## src/rtl/sram_mem_stage_if.sv

```systemverilog
// External SRAM bus seen by the memory stage: 18-bit half-word address,
// active-low write strobe and a split 16-bit data bus with output enable.
interface sram_mem_stage_if;
    logic [17:0] sram_addr;
    logic        sram_we_n;
    logic [15:0] sram_dq_out;
    logic        sram_dq_oe;
    logic [15:0] sram_dq_in;

    modport master (
        output sram_addr,
        output sram_we_n,
        output sram_dq_out,
        output sram_dq_oe,
        input  sram_dq_in
    );

    modport slave (
        input  sram_addr,
        input  sram_we_n,
        input  sram_dq_out,
        input  sram_dq_oe,
        output sram_dq_in
    );
endinterface

```

## src/rtl/sram_mem_stage.sv

```systemverilog
// Memory stage: splits each 32-bit load/store into two 16-bit SRAM accesses
// (low half first) and stalls the pipeline through `ready` until both finish.
module sram_mem_stage #(
    parameter int DATA_BASE  = 1024,
    parameter int ACCESS_CYC = 2
) (
    input  logic             clk,
    input  logic             rst,
    input  logic             MEM_R_EN,
    input  logic             MEM_W_EN,
    input  logic [31:0]      ALU_result,
    input  logic [31:0]      ST_val,
    output logic             ready,
    output logic [31:0]      MEM_result,
    sram_mem_stage_if.master sram
);

    localparam int               CNT_W    = (ACCESS_CYC > 1) ? $clog2(ACCESS_CYC) : 1;
    localparam logic [CNT_W-1:0] CNT_LAST = CNT_W'(ACCESS_CYC - 1);
    localparam logic [31:0]      BASE     = 32'(DATA_BASE);

    typedef enum logic [1:0] {
        ST_IDLE,
        ST_LOW,
        ST_HIGH,
        ST_DONE
    } state_t;

    state_t           r_state;
    state_t           w_state_nxt;
    logic [CNT_W-1:0] r_cnt;
    logic [16:0]      r_idx;
    logic [31:0]      r_data;
    logic             r_is_wr;
    logic [15:0]      r_lo;
    logic [31:0]      r_mem_result;

    logic             w_req;
    logic             w_last;
    logic [31:0]      w_off;
    logic [16:0]      w_idx;
    logic             w_unused_off;
    logic             w_ready;
    logic [17:0]      w_addr;
    logic             w_we_n;
    logic             w_oe;
    logic [15:0]      w_dq_out;

    assign w_req        = MEM_R_EN | MEM_W_EN;
    assign w_off        = ALU_result - BASE;
    // Byte offset bits and anything above the 2^17-word window are dropped: wrap, no fault.
    assign w_idx        = w_off[18:2];
    assign w_unused_off = ^{w_off[31:19], w_off[1:0]};
    assign w_last       = (r_cnt == CNT_LAST);

    always_ff @(posedge clk or negedge rst) begin
        if (!rst) begin
            r_state <= ST_IDLE;
        end else begin
            r_state <= w_state_nxt;
        end
    end

    always_comb begin
        w_state_nxt = r_state;
        w_ready     = 1'b0;
        w_addr      = '0;
        w_we_n      = 1'b1;
        w_oe        = 1'b0;
        w_dq_out    = '0;
        case (r_state)
            ST_IDLE: begin
                w_ready = ~w_req;
                if (w_req) begin
                    w_state_nxt = ST_LOW;
                end
            end
            ST_LOW: begin
                w_addr = {r_idx, 1'b0};
                w_we_n = ~r_is_wr;
                w_oe   = r_is_wr;
                if (r_is_wr) begin
                    w_dq_out = r_data[15:0];
                end
                if (w_last) begin
                    w_state_nxt = ST_HIGH;
                end
            end
            ST_HIGH: begin
                w_addr = {r_idx, 1'b1};
                w_we_n = ~r_is_wr;
                w_oe   = r_is_wr;
                if (r_is_wr) begin
                    w_dq_out = r_data[31:16];
                end
                if (w_last) begin
                    w_state_nxt = ST_DONE;
                end
            end
            // DONE never looks at the request, so a request held by the frozen pipeline cannot restart.
            ST_DONE: begin
                w_ready     = 1'b1;
                w_state_nxt = ST_IDLE;
            end
            default: begin
                w_state_nxt = ST_IDLE;
            end
        endcase
    end

    always_ff @(posedge clk or negedge rst) begin
        if (!rst) begin
            r_cnt        <= '0;
            r_idx        <= '0;
            r_data       <= '0;
            r_is_wr      <= 1'b0;
            r_lo         <= '0;
            r_mem_result <= '0;
        end else begin
            case (r_state)
                ST_IDLE: begin
                    if (w_req) begin
                        r_idx   <= w_idx;
                        r_data  <= ST_val;
                        r_is_wr <= MEM_W_EN;
                        r_cnt   <= '0;
                    end
                end
                ST_LOW: begin
                    if (w_last) begin
                        r_cnt <= '0;
                        if (!r_is_wr) begin
                            r_lo <= sram.sram_dq_in;
                        end
                    end else begin
                        r_cnt <= r_cnt + CNT_W'(1);
                    end
                end
                ST_HIGH: begin
                    if (w_last) begin
                        r_cnt <= '0;
                        if (!r_is_wr) begin
                            r_mem_result <= {sram.sram_dq_in, r_lo};
                        end
                    end else begin
                        r_cnt <= r_cnt + CNT_W'(1);
                    end
                end
                default: begin
                end
            endcase
        end
    end

    assign ready            = w_ready;
    assign MEM_result       = r_mem_result;
    assign sram.sram_addr   = w_addr;
    assign sram.sram_we_n   = w_we_n;
    assign sram.sram_dq_oe  = w_oe;
    assign sram.sram_dq_out = w_dq_out;

endmodule

```

## src/flat_wrapper.sv

```systemverilog
// flat-port wrapper written by rule: the top's interface ports become plain ports
module sram_mem_stage_flat 
#(
    parameter int DATA_BASE  = 1024,
    parameter int ACCESS_CYC = 2
)
  (clk, rst, MEM_R_EN, MEM_W_EN, ALU_result, ST_val, ready, MEM_result, sram_sram_addr, sram_sram_we_n, sram_sram_dq_out, sram_sram_dq_oe, sram_sram_dq_in);
  sram_mem_stage_if sram_i ();
  input  logic clk;
  input  logic rst;
  input  logic MEM_R_EN;
  input  logic MEM_W_EN;
  input  logic [31:0] ALU_result;
  input  logic [31:0] ST_val;
  output logic ready;
  output logic [31:0] MEM_result;
  output wire logic [$bits(sram_i.sram_addr)-1:0] sram_sram_addr;
  output wire logic [$bits(sram_i.sram_we_n)-1:0] sram_sram_we_n;
  output wire logic [$bits(sram_i.sram_dq_out)-1:0] sram_sram_dq_out;
  output wire logic [$bits(sram_i.sram_dq_oe)-1:0] sram_sram_dq_oe;
  input wire logic [$bits(sram_i.sram_dq_in)-1:0] sram_sram_dq_in;
  assign sram_sram_addr = sram_i.sram_addr;
  assign sram_sram_we_n = sram_i.sram_we_n;
  assign sram_sram_dq_out = sram_i.sram_dq_out;
  assign sram_sram_dq_oe = sram_i.sram_dq_oe;
  assign sram_i.sram_dq_in = sram_sram_dq_in;
  sram_mem_stage #(.DATA_BASE(DATA_BASE), .ACCESS_CYC(ACCESS_CYC)) u_core (.clk(clk), .rst(rst), .MEM_R_EN(MEM_R_EN), .MEM_W_EN(MEM_W_EN), .ALU_result(ALU_result), .ST_val(ST_val), .ready(ready), .MEM_result(MEM_result), .sram(sram_i));
endmodule
```

## config.mk

```make
export PLATFORM = sky130hd
export DESIGN_NAME = sram_mem_stage_flat
export DESIGN_NICKNAME = d
export VERILOG_FILES = /design/src/rtl/sram_mem_stage_if.sv /design/src/rtl/sram_mem_stage.sv /design/src/flat_wrapper.sv
export SDC_FILE = /design/constraint.sdc
export NUM_CORES = 1
export LEC_CHECK = 0
export BUFFER_PORTS_ARGS = -buffer_cell sky130_fd_sc_hd__clkbuf_2
export CORE_UTILIZATION = 45
export CTS_CLUSTER_SIZE = 12
export DETAILED_ROUTE_END_ITERATION = 8
export HOLD_SLACK_MARGIN = 0.08
export PLACE_DENSITY = 0.84
export SLEW_MARGIN = 20
export SYNTH_ARGS = -nofsm -noshare
export SYNTH_HDL_FRONTEND = slang
export SYNTH_SLANG_ARGS = --single-unit
```

## constraint.sdc

```tcl
create_clock -name clk -period 3.4 [get_ports clk]
set_clock_uncertainty 0.05 [all_clocks]
set_input_delay 0.34 -clock clk [delete_from_list [all_inputs] [get_ports clk]]
set_output_delay 0.34 -clock clk [all_outputs]
set_load 0.005 [all_outputs]
```

==> results.yml <==
setup_path:
  crit_chain: "inv_1 > ha_1 > nor2_1 > nor2b_1 > buf_4 > and2_1 > clkbuf_2"
  cpLargestDelayFamily: "adder cells"
  cp_data_required_time_ns: 3.01
  path_buf_inv: 3
  crit_type: "reg -> out"
  startpoint_type: "flop"
  reg2regPathDepth: 4
  endpoint_kind: "output pin"
  crit_fanout: 19
  startpoint: "u_core.r_state[1]"
  r2r_slack_ns: 0.91
  crit_arrival_ns: 2.27
  critPathMaxStageDelay_ns: 0.67
  reg2reg_to: "u_core.r_lo[15]"
  crit_slowest_cell: "ha_1"
  worstReg2RegStart: "u_core.r_state[1]"
routing:
  routed_via_density: 4.942
  drc: 0
  dr.pass1.iters: 4
  wl_um: 9121
  ant_nets: 0
  vias: 3321
  drt-wirelength-per-cell_um: 13.57
  initialDrtViolationCount: 119
logic_synthesis:
  netlist_area_um2: 4302
  yosys-top-cells-area: "dfrtp_1 59%, mux2_2 13%, nand2_1 11%, a22oi_1 3.0%, and2_1 2.5%"
  synth.distinct_cells: 27
  ys_top_cells_by_count: "130 x nand2_1, 101 x dfrtp_1, 49 x mux2_2, 22 x nor2_1"
  async_reset_ff_frac: 1.000
  ys_ff_latch: 101
  yosysWarnings: 0
  synth-seq-area-share: 0.5876
  postSynthCellCount: 404
  synthFlopType: "dfrtp_1"
  yosysMostFrequentCell: "nand2_1"
  syn_area_per_cell_um2: 10.65
  yosys.area.top_type: "dfrtp_1"
  synth_edf_count: 0
  syn_nets: 494
  synth_top_area_share: 0.5876
grt:
  grt_max_degree: 89
  track_usage: 0.1898
  antenna_found_initial: 0
  grt_pass1_wl_um: 14820
  overflow: 0
  grt_pass1_vias: 3248
timing:
  final_max_slew_viol_count: 0
  tns_ns: 0
  finalSetupViolations: 0
  post-route-period-util: 0.7834
  hold_violations: 0
  tightest_slew_ns: 0.7889
  period_needed_ns: 2.663
  rsz0062_at_grt: "no"
  max_freq_mhz: 375.5
  slew_headroom: 0.4740
finish:
  fillers: 780
  final_cells: 672
  area_delta_synth_final_pct: 24.29
  drive_gt1_frac: 0.3923
  diodes: 0
  nets: 628
placement:
  gp_congestion: 0.7917
  io_buffer_count: 137
  dpl.hpwl_um: 6414
  numPlacedInstances: 654
worst_hold_path:
  min_path_type: "in -> reg"
  min_path_cells: 3
  worstHoldEndpoint: "u_core.r_idx[5]"
  worstHoldStart: "ALU_result[7]"
floorplan:
  initial_core_util: 0.4655
  die_x_um: 99.77
  fp.dieArea_um2: 9954
  core_area_um2: 9240
  pin_count: 153
  rows: 35
  die_h_um: 99.77
pwr:
  p_leak_nw: 2.739
  vdd_drop_max_v: 0.0004154
  powerDensity_nw_per_um2: 902.7
cts:
  clockRootBuffer: "clkbuf_8"
  h-tree-depth: 3
  clk_pin_slew_ns: 0.10
  cts_made_buffers: 9
  cts_buffer_depth: 2
  clock_latency_ns: 0.36
  cts_sinks: 101
  cts_tree: "yes"
run_status:
  outcome: "finished clean"
job:
  max_cap_viol_count: 0
[layout make-up]
type,instances,area [um2],area share
Sequential cell,101,2527,0.4727
Tap cell,129,161.4,0.03019
Inverter,7,26.28,0.004915
Multi-Input combinational cell,275,1674,0.3131
Clock buffer,9,123.9,0.02317
Clock inverter,7,66.31,0.01240
Timing Repair Buffer,144,767.0,0.1435
[worst register-to-register path, stage by stage (launching register included)]
cell and delay, ns:
dfrtp_1 0.42, inv_1 0.11, ha_1 0.67, nand2_1 0.67, mux2_2 0.46
[layout by cell type (no fill, tap or decap), drive strengths merged, types with 3 or more instances in the layout]
| cell type | n |
|---|---|
| ha | 6 |
| mux2 | 49 |
| clkinv | 3 |
| or4 | 3 |
| buf | 7 |
| o31ai | 3 |
| a22oi | 17 |
| nand2 | 130 |
| o21ai | 8 |
| dfrtp | 101 |
| clkbuf | 145 |
| and2 | 17 |
| nor2 | 22 |
| a31oi | 5 |
| or3 | 3 |
| inv | 10 |
[how the worst max path moves through the flow]
| stage | end | slack, ns | cells past startpoint |
|---|---|---|---|
| after floorplan | sram_sram_addr[10] | 1.48 | 7 |
| after global placement | u_core.r_lo[9] | 0.90 | 4 |
| after detailed placement | u_core.r_lo[15] | 0.91 | 4 |
| after CTS | sram_sram_addr[12] | 0.67 | 7 |
| after global routing | sram_sram_addr[5] | 0.49 | 7 |
| final | sram_sram_addr[9] | 0.74 | 7 |
[registers in the layout, summed over array words and instances, names as in the netlist]
signal             count
u_core.MEM_result     32
u_core.r_cnt           1
u_core.r_data         32
u_core.r_idx          17
u_core.r_is_wr         1
u_core.r_lo           16
u_core.r_state         2
[cell families after synthesis]
logic type,after synthesis,synth area share
buffers and inverters,28,0.02618
XOR/XNOR,2,0.004073
adder cells (fa/ha/maj),6,0.01745
multiplexers,49,0.1283
AO/OA/AOI/OAI,38,0.05991
flip-flops,101,0.5875
AND/OR/NAND/NOR,180,0.1766
[power by group]
group | switching, mW | leakage (nW) | internal [mW]
sequential | 0.298 | 1.21 | 1.81
combinational | 1.03 | 1.44 | 0.966
clock | 0.438 | 0.0949 | 0.283
total | 1.77 | 2.74 | 3.06
[timing repair]
item | 4_1_cts | 5_1_grt
setup buffers | 0 | 0
hold endpoints to repair | 0 | 87
resized for setup | 0 | 0
hold buffers | 0 | 1
[metrics by stage]
step                power [mW]  hold WS, ns    util  setup WS [ns]  cell area [um2]
global placement         4.009       0.4009  0.5536         0.9006             5115
global route             5.212      0.09584  0.5786         0.4879             5346
CTS                      4.850      0.09554  0.5741         0.6721             5305
floorplan                3.334    -0.005591       -          1.479             4302
detailed placement       4.123       0.4061  0.5536         0.9088             5115
finish                   4.826       0.1143  0.5786         0.7366             5346
[layer usage]
layer	global-route usage	wire length (um)
met1	0.2351	3978
met2	0.3326	4607
met3	0.03830	416
met4	0.06335	118
met5	0	0
Power figures use the tool's default switching activity.
